File: config.mk
export PLATFORM = sky130hd
export DESIGN_NAME = pipe_hazard_ctrl
export DESIGN_NICKNAME = d
export VERILOG_FILES = /design/src/rtl/pipe_hazard_ctrl.sv
export SDC_FILE = /design/constraint.sdc
export NUM_CORES = 1
export LEC_CHECK = 0
export BUFFER_PORTS_ARGS = -buffer_cell sky130_fd_sc_hd__buf_2
export CORE_MARGIN = 4
export CORE_UTILIZATION = 45
export DETAILED_ROUTE_END_ITERATION = 16
export GPL_ROUTABILITY_DRIVEN = 0
export PLACE_DENSITY = 0.82
export SYNTH_ARGS = -nofsm -noshare
export SYNTH_HDL_FRONTEND = slang
export SYNTH_SLANG_ARGS = --single-unit
File: constraint.sdc
create_clock -name i_clk -period 5.5 [get_ports i_clk]
set_input_delay 1.1 -clock i_clk [delete_from_list [all_inputs] [get_ports i_clk]]
set_output_delay 1.1 -clock i_clk [all_outputs]
set_load 0.01 [all_outputs]
File: src/rtl/pipe_hazard_ctrl.sv
// Pipeline hazard sequencer for the 5-stage F/D/E/M/W integer pipeline.
// Resolves stall/flush controls from data-bus waits, multi-cycle execute,
// EX-stage redirects and load-use hazards. It also owns the fetch-redirect
// drain FSM and two performance counters.
module pipe_hazard_ctrl #(
    parameter int unsigned PC_W  = 64,
    parameter int unsigned REG_W = 5,
    parameter int unsigned CNT_W = 32
) (
    input  logic             i_clk,
    input  logic             i_reset,
    input  logic             i_ibus_busy,
    input  logic             i_dbus_busy,
    input  logic             i_ex_busy,
    input  logic             i_ex_valid,
    input  logic             i_ex_is_load,
    input  logic [REG_W-1:0] i_ex_dst,
    input  logic             i_id_valid,
    input  logic [REG_W-1:0] i_id_rs1,
    input  logic [REG_W-1:0] i_id_rs2,
    input  logic             i_id_use_rs1,
    input  logic             i_id_use_rs2,
    input  logic             i_redirect_req,
    input  logic [PC_W-1:0]  i_redirect_pc,
    output logic             o_stall_f,
    output logic             o_stall_d,
    output logic             o_stall_e,
    output logic             o_stall_m,
    output logic             o_flush_d,
    output logic             o_flush_e,
    output logic             o_flush_m,
    output logic             o_pc_load,
    output logic [PC_W-1:0]  o_pc_target,
    output logic             o_drop_fetch,
    output logic [CNT_W-1:0] o_stall_cnt,
    output logic [CNT_W-1:0] o_flush_cnt
);

    typedef enum logic [0:0] {StIdle, StDrain} state_e;

    state_e          r_state;
    state_e          w_state_nxt;
    logic [PC_W-1:0] r_target;
    logic [PC_W-1:0] w_target_nxt;

    logic [CNT_W-1:0] r_stall_cnt;
    logic [CNT_W-1:0] r_flush_cnt;

    logic w_p1_dbus;
    logic w_p2_exbusy;
    logic w_redir_acc;
    logic w_load_use_raw;
    logic w_load_use;
    logic w_in_drain;

    // Priority decode of the four hazard sources.
    always_comb begin
        w_p1_dbus      = i_dbus_busy;
        w_p2_exbusy    = !i_dbus_busy && i_ex_busy;
        w_redir_acc    = !i_dbus_busy && !i_ex_busy && i_redirect_req && i_ex_valid;
        w_load_use_raw = i_ex_valid && i_ex_is_load && (i_ex_dst != '0) && i_id_valid &&
                         ((i_id_use_rs1 && (i_id_rs1 == i_ex_dst)) ||
                          (i_id_use_rs2 && (i_id_rs2 == i_ex_dst)));
        // A redirect kills the D instruction anyway, so load-use is moot.
        w_load_use     = w_load_use_raw && !i_dbus_busy && !i_ex_busy && !w_redir_acc;
        w_in_drain     = (r_state == StDrain);
    end

    // Per-stage stall and bubble controls.
    always_comb begin
        o_stall_f = w_p1_dbus || w_p2_exbusy || w_load_use;
        o_stall_d = w_p1_dbus || w_p2_exbusy || w_load_use;
        o_stall_e = w_p1_dbus || w_p2_exbusy;
        o_stall_m = w_p1_dbus;
        // While draining, keep D empty; a frozen pipeline takes no flushes.
        o_flush_d = !w_p1_dbus && (w_redir_acc || w_in_drain);
        o_flush_e = w_redir_acc || w_load_use;
        o_flush_m = w_p2_exbusy;
    end

    // Fetch-redirect FSM: next state, saved target and PC load outputs.
    always_comb begin
        w_state_nxt  = r_state;
        w_target_nxt = r_target;
        o_pc_load    = 1'b0;
        o_pc_target  = '0;
        o_drop_fetch = 1'b0;
        unique case (r_state)
            StIdle: begin
                if (w_redir_acc) begin
                    if (i_ibus_busy) begin
                        w_state_nxt  = StDrain;
                        w_target_nxt = i_redirect_pc;
                    end else begin
                        o_pc_load   = 1'b1;
                        o_pc_target = i_redirect_pc;
                    end
                end
            end
            StDrain: begin
                // The wrong-path response returning now is always discarded.
                o_drop_fetch = !i_ibus_busy;
                if (w_redir_acc) begin
                    // A newer redirect wins, even in the exit cycle.
                    w_target_nxt = i_redirect_pc;
                end else if (!i_ibus_busy) begin
                    o_pc_load   = 1'b1;
                    o_pc_target = r_target;
                    w_state_nxt = StIdle;
                end
            end
            default: begin
                w_state_nxt = StIdle;
            end
        endcase
    end

    // FSM state and saved redirect target.
    always_ff @(posedge i_clk or posedge i_reset) begin
        if (i_reset) begin
            r_state  <= StIdle;
            r_target <= '0;
        end else begin
            r_state  <= w_state_nxt;
            r_target <= w_target_nxt;
        end
    end

    // Performance counters, wrapping naturally.
    always_ff @(posedge i_clk or posedge i_reset) begin
        if (i_reset) begin
            r_stall_cnt <= '0;
            r_flush_cnt <= '0;
        end else begin
            r_stall_cnt <= r_stall_cnt + {{(CNT_W-1){1'b0}}, o_stall_f};
            r_flush_cnt <= r_flush_cnt + {{(CNT_W-1){1'b0}}, w_redir_acc};
        end
    end

    assign o_stall_cnt = r_stall_cnt;
    assign o_flush_cnt = r_flush_cnt;

endmodule

# [Word level (Yosys, flattened, before mapping)]
# Cells that the tools add are included.
[classes] mux=18 multipliers=0 n_eq_ne=5 addsub=2 n_div=0 shift=0 bitwise_logic=1 magnitude_cmp=0 n_reduce_logical=25
[op_table] op="$mux 64" count=7
[op_table] op="$pmux 64 s2" count=2
[op_table] op="$add 32x1->32" count=2
[op_table] op="$logic_and 1x1->1" count=14
[op_table] op="$eq 5x5->1" count=2
[op_table] op="$mux 1" count=7
[op_table] op="$logic_or 1x1->1" count=5
[op_table] op="$reduce_bool 5->1" count=1
[op_table] op="$logic_not 1->1" count=4
[op_table] op="$ne 2x2->1 const B" count=2
[op_table] op="$pmux 1 s2" count=2
[op_table] op="$reduce_and 3->1" count=1
[op_table] op="$ne 2x1->1 const B" count=1
[op_table] op="$not 1->1" count=1
[word_totals] output_inout_bits=137 mem_count=0 latchBits=0 ram_bits=0 mem_bits_ro=0 register_bits=129 wordCells=55

# [Logic depth before layout (Yosys ltp)]
[logic_depth] word_depth=9 depth_mapped=10 mapped_depth_nobuf=10

# [Least setup slack after synthesis]
# No wires, ideal clock.
[synth_timing] kind="input to register" from="in i_ex_dst[3]" to="reg r_stall_cnt[26], in the netlist o_stall_cnt[26]" required_ns=5.375 t_arrival_ns=3.878 setup_slack_ns=1.497 setup_ns=0.125 stages=10 path_cell_list="xor2_1 nor4_1 a32oi_1 o41ai_1 ha_1 ha_1 inv_1 nor4_2 nand4_1 xnor2_1"
[synth_via] elab_chain_cells=9 elab_cells_between_ends=14
[synth_rtl] element="start, declared" line="17" text="input logic [REG_W-1:0] i_ex_dst,"
[synth_rtl] element="$eq 5x5->1 (tied with other cells)" line="62" text="((i_id_use_rs1 && (i_id_rs1 == i_ex_dst)) ||"
[synth_rtl] element="$logic_and 1x1->1 (on tied branches)" line="62, 61, 63"
[synth_rtl] element="$logic_or 1x1->1 / $logic_and 1x1->1 (equally long branches)" line="62, 61"
[synth_rtl] element="$logic_and 1x1->1 *" line="61" text="w_load_use_raw = i_ex_valid && i_ex_is_load && (i_ex_dst != '0) && i_id_valid &&"
[synth_rtl] element="$logic_and 1x1->1 * (3 in a row)" line="65" text="w_load_use = w_load_use_raw && !i_dbus_busy && !i_ex_busy && !w_redir_acc;"
[synth_rtl] element="$logic_or 1x1->1 *"
[synth_rtl] element="via o_stall_d" line="26" text="output logic o_stall_d,"
[synth_rtl] element="$add 32x1->32 *" line="135" text="r_stall_cnt <= r_stall_cnt + {{(CNT_W-1){1'b0}}, o_stall_f};"
[synth_rtl] element="end signal, assigned" line="135"
[synth_rtl] element="end, declared" line="46" text="logic [CNT_W-1:0] r_stall_cnt;"
# The timed path passes the listed nets; every way through them passes the cells marked *.
# A chain may end at the register's enable or synchronous reset.

# [Worst setup path after layout]
[layout_timing] from="in i_ex_dst[3]" to="reg r_stall_cnt[26], in the netlist o_stall_cnt[26]"
[layout_via] elab_chain_cells=9 elab_cells_between_ends=14
[layout_rtl] element="$eq 5x5->1 (tied with other cells)" line="62"
[layout_rtl] element="$logic_and 1x1->1 (on tied branches)" line="62, 61, 63"
[layout_rtl] element="$logic_or 1x1->1 / $logic_and 1x1->1 (equally long branches)" line="62, 61"
[layout_rtl] element="$logic_and 1x1->1 *" line="61"
[layout_rtl] element="$logic_and 1x1->1 * (3 in a row)" line="65"
[layout_rtl] element="$logic_or 1x1->1 *" line="71" text="o_stall_f = w_p1_dbus || w_p2_exbusy || w_load_use;"
[layout_rtl] element="$add 32x1->32 *" line="135"
# Mark *: on every way between the ends. The rest lies on a longest branch, timed or not.

==> results.py <==
metrics = {
    "clock_network": {
        "cts.clk_slew.worst_paths_ns": 0.06,
        "cts_inserted_buffers": 17,
        "cts_setup_buffers": 0,
        "clk_latency_ns": 0.41,
        "htree_levels": 4,
        "holdBufCountCts": 0,
        "cts-root-buf": "clkbuf_16",
        "cts_sinks": 129,
        "post_cts_resized": 0,
        "cts_tree": "done",
        "cts_buffer_depth": 2,
    },
    "place": {
        "dp_hpwl_um": 10900,
        "port_buffers": 226,
    },
    "setup_path": {
        "worstPathArrival_ns": 4.39,
        "max_stage_delay_ns": 0.87,
        "critPathRequiredTime_ns": 5.79,
        "r2r_start": "o_stall_cnt[0]$_DFF_PP0_",
        "path_cells": "buf_2 -> xor2_1 -> nor4_1 -> a32oi_1 -> o41ai_1 -> ha_1 -> ha_1 -> inv_1 -> nor4_2 -> nand4_1 -> xnor2_1",
        "path_max_fanout": 10,
        "worstSetupPathType": "input pin to flip-flop",
        "crit_start": "i_ex_dst[3]",
        "crit_path_start_kind": "input pin",
        "end_kind": "flip-flop",
        "cp_slowest_cell": "nor4_2",
        "crit_top_cell": "ha_1",
    },
    "timing": {
        "worstMarginPinSlew_ns": 0.994,
        "timing.fmax_mhz": 244,
        "setup_tns_ns": 0,
        "max_slew_margin_pct": 33.2,
        "period_needed_ns": 4.10,
        "rsz0062_at_grt": "no",
        "hold_viol": 0,
        "setup_viol": 0,
        "fin_crit_sh_pct": 74.5,
        "maxSlewViolCount": 0,
        "skew_ns": 0.00775,
        "holdWs_ns": 0.474,
    },
    "synth": {
        "synth-seq-cells": 129,
        "asyncSetResetFlopFracSynth_pct": 100,
        "synth_cells": 490,
        "yosysSeqAreaShare_pct": 53.3,
        "synth_nets": 584,
        "syn_area_um2": 6050,
        "syn_area_per_cell_um2": 12.4,
        "synth_ff_type": "dfrtp_1",
        "synth_cell_type_count": 32,
        "synth_edf_count": 0,
        "yosysWarnings": 0,
    },
    "run": {
        "max_cap_viol_count": 0,
    },
    "die": {
        "die_y_um": 124,
        "ios": 227,
        "start_util_pct": 45.9,
        "core-area_um2": 13200,
        "die_x_um": 124,
        "fp-row-count": 42,
        "die_area_um2": 15400,
    },
    "routing": {
        "post_drt_via_cell_ratio": 5.38,
        "first_pass_iters": 4,
        "drc_errors": 0,
        "final_antenna_net_count": 0,
        "routedWlPerCell_um": 16.9,
        "vias": 4857,
        "drt-initial-drc-count": 281,
        "wl_um": 15200,
    },
    "final_layout": {
        "ff_latch_area_um2": 3230,
        "drive_gt1_share_pct": 45.3,
        "postLayoutCoreUtil_pct": 60.5,
        "multi_input_area_um2": 2700,
        "layout.nets": 808,
        "area_growth_pct": 31.9,
        "fillerInstances": 1057,
    },
    "global_routing": {
        "grt_pass1_wl_um": 23800,
        "grt_max_degree": 80,
        "antenna_found_initial": 1,
        "grt_pass1_vias": 5002,
        "overflow": 0,
        "grt_util_all_layers_pct": 19.8,
    },
    "power_and_ir_drop": {
        "ir_worst_vdd_uv": 180,
        "leakage_nw": 4.11,
        "p_per_area_nw_per_um2": 344,
    },
    "worst_hold_path": {
        "min-delay-start": "o_stall_cnt[31]$_DFF_PP0_",
        "min_path_type": "flip-flop to flip-flop",
    },
    "status": {
        "outcome": "finished clean",
    },
}
==> cell usage after synthesis, types with 8 or more instances <==
library cell  instances  share of area [%]
clkbuf_1             17                1.1
and3_1                9               0.93
mux2_1               11                2.0
nand2_1              19                1.2
nor4_1                8               0.83
nand3_1              23                1.9
xnor2_1              40                5.8
mux2_2               53                9.9
nand4_1              17                1.8
nor2_1               16               0.99
dfrtp_1             129                 53
xor2_1               30                4.3
a22o_1               64                9.3
==> layout by cell type, fill, tap and decap left out, types with 2 or more instances in the layout <==
cell type  synthesis  routed
xnor2_1           40      40
a22o_1            64      64
and2_1             4       3
mux2_1            11      11
nand2_1           19      19
and4_1             4       4
buf_4              2       5
ha_1               4       4
or2_2              3       3
and3_1             9       9
nor4_1             8       8
or4_1              2       2
clkbuf_8           0       4
xor2_1            30      30
inv_1              7       6
nor4_2             4       4
clkinv_2           0       4
dfrtp_1          129     129
mux2_2            53      53
nor3_1             7       6
clkbuf_16          0      17
nand3_1           23      23
nor2b_1            2       2
nor2_1            16      15
buf_2              7     226
nand4_1           17      17
bufinv_16          0       4
==> where the power goes <==
group          switching (W)  internal (W)
logic               0.000163      0.000180
registers           0.000107       0.00110
clock network       0.000395      0.000801
==> worst max-delay path: cells and delay by family <==
kind / cells / cell delay [ns]
and+or+nand+nor: 3 / 1.37
AOI/OAI and AO/OA: 2 / 0.77
adders and majority gates: 2 / 0.58
xor gates and xnor gates: 2 / 0.34
buffers and inverters: 2 / 0.21
==> through the flow <==
| stage | power (W) | area (µm²) | instances | worst slack, ns |
|---|---|---|---|---|
| 2_1_floorplan | 0.00141 | 6050 | 490 | 0.959 |
| 3_3_place_gp | 0.00154 | 7340 | 871 | 1.22 |
| 3_5_place_dp | 0.00157 | 7340 | 871 | 1.03 |
| 4_1_cts | 0.00278 | 7980 | 902 | 1.40 |
| 5_1_grt | 0.00287 | 7980 | 903 | 1.16 |
| 6_report | 0.00275 | 7980 | 903 | 1.40 |
==> cells by family after synthesis <==
kind of cell             count (synthesis)  synth area share (%)
adder cells (fa/ha/maj)                  5                 0.992
XOR/XNOR                                70                  10.1
buffers and inverters                   33                  2.32
flip-flops                             129                  53.3
AND/OR/NAND/NOR                        122                  11.6
AO/OA/AOI/OAI                           67                  9.68
multiplexers                            64                  11.9
==> final timing paths <==
kind                                             end  slack (ns)  cells after the start
max                        o_stall_cnt[26]$_DFF_PP0_        1.40                     11
max reg2reg                o_stall_cnt[26]$_DFF_PP0_        3.17                      6
min reg2reg                o_stall_cnt[31]$_DFF_PP0_        0.47                      1
min in group asynchronous   r_target[24]$_DFFE_PP0P_        0.93                      2
min                        o_stall_cnt[31]$_DFF_PP0_        0.47                      1
max in group asynchronous   o_flush_cnt[8]$_DFF_PP0_        3.36                      3
==> registers in the layout, indices dropped and copies added, names as in the netlist <==
register	count
r_target	64
o_flush_cnt	32
o_stall_cnt	32
r_state	1
==> final cells by class <==
cell class	instances	share of cell area [%]
Sequential cell	129	40.4
Multi-Input combinational cell	328	33.8
Timing Repair Buffer	231	14.6
Clock buffer	21	6.02
Tap cell	176	2.76
Clock inverter	10	1.96
Inverter	7	0.361
Antenna cell	1	0.0313
==> per-layer routing <==
layer / track usage [%] / part of all wire (%) / routed length (µm)
met5: 0 / 0 / 0
met3: 5.27 / 6.6 / 1010
met2: 34.2 / 51 / 7730
met4: 8.01 / 2.0 / 311
met1: 23.3 / 41 / 6190
Power figures use the tool's default switching activity.
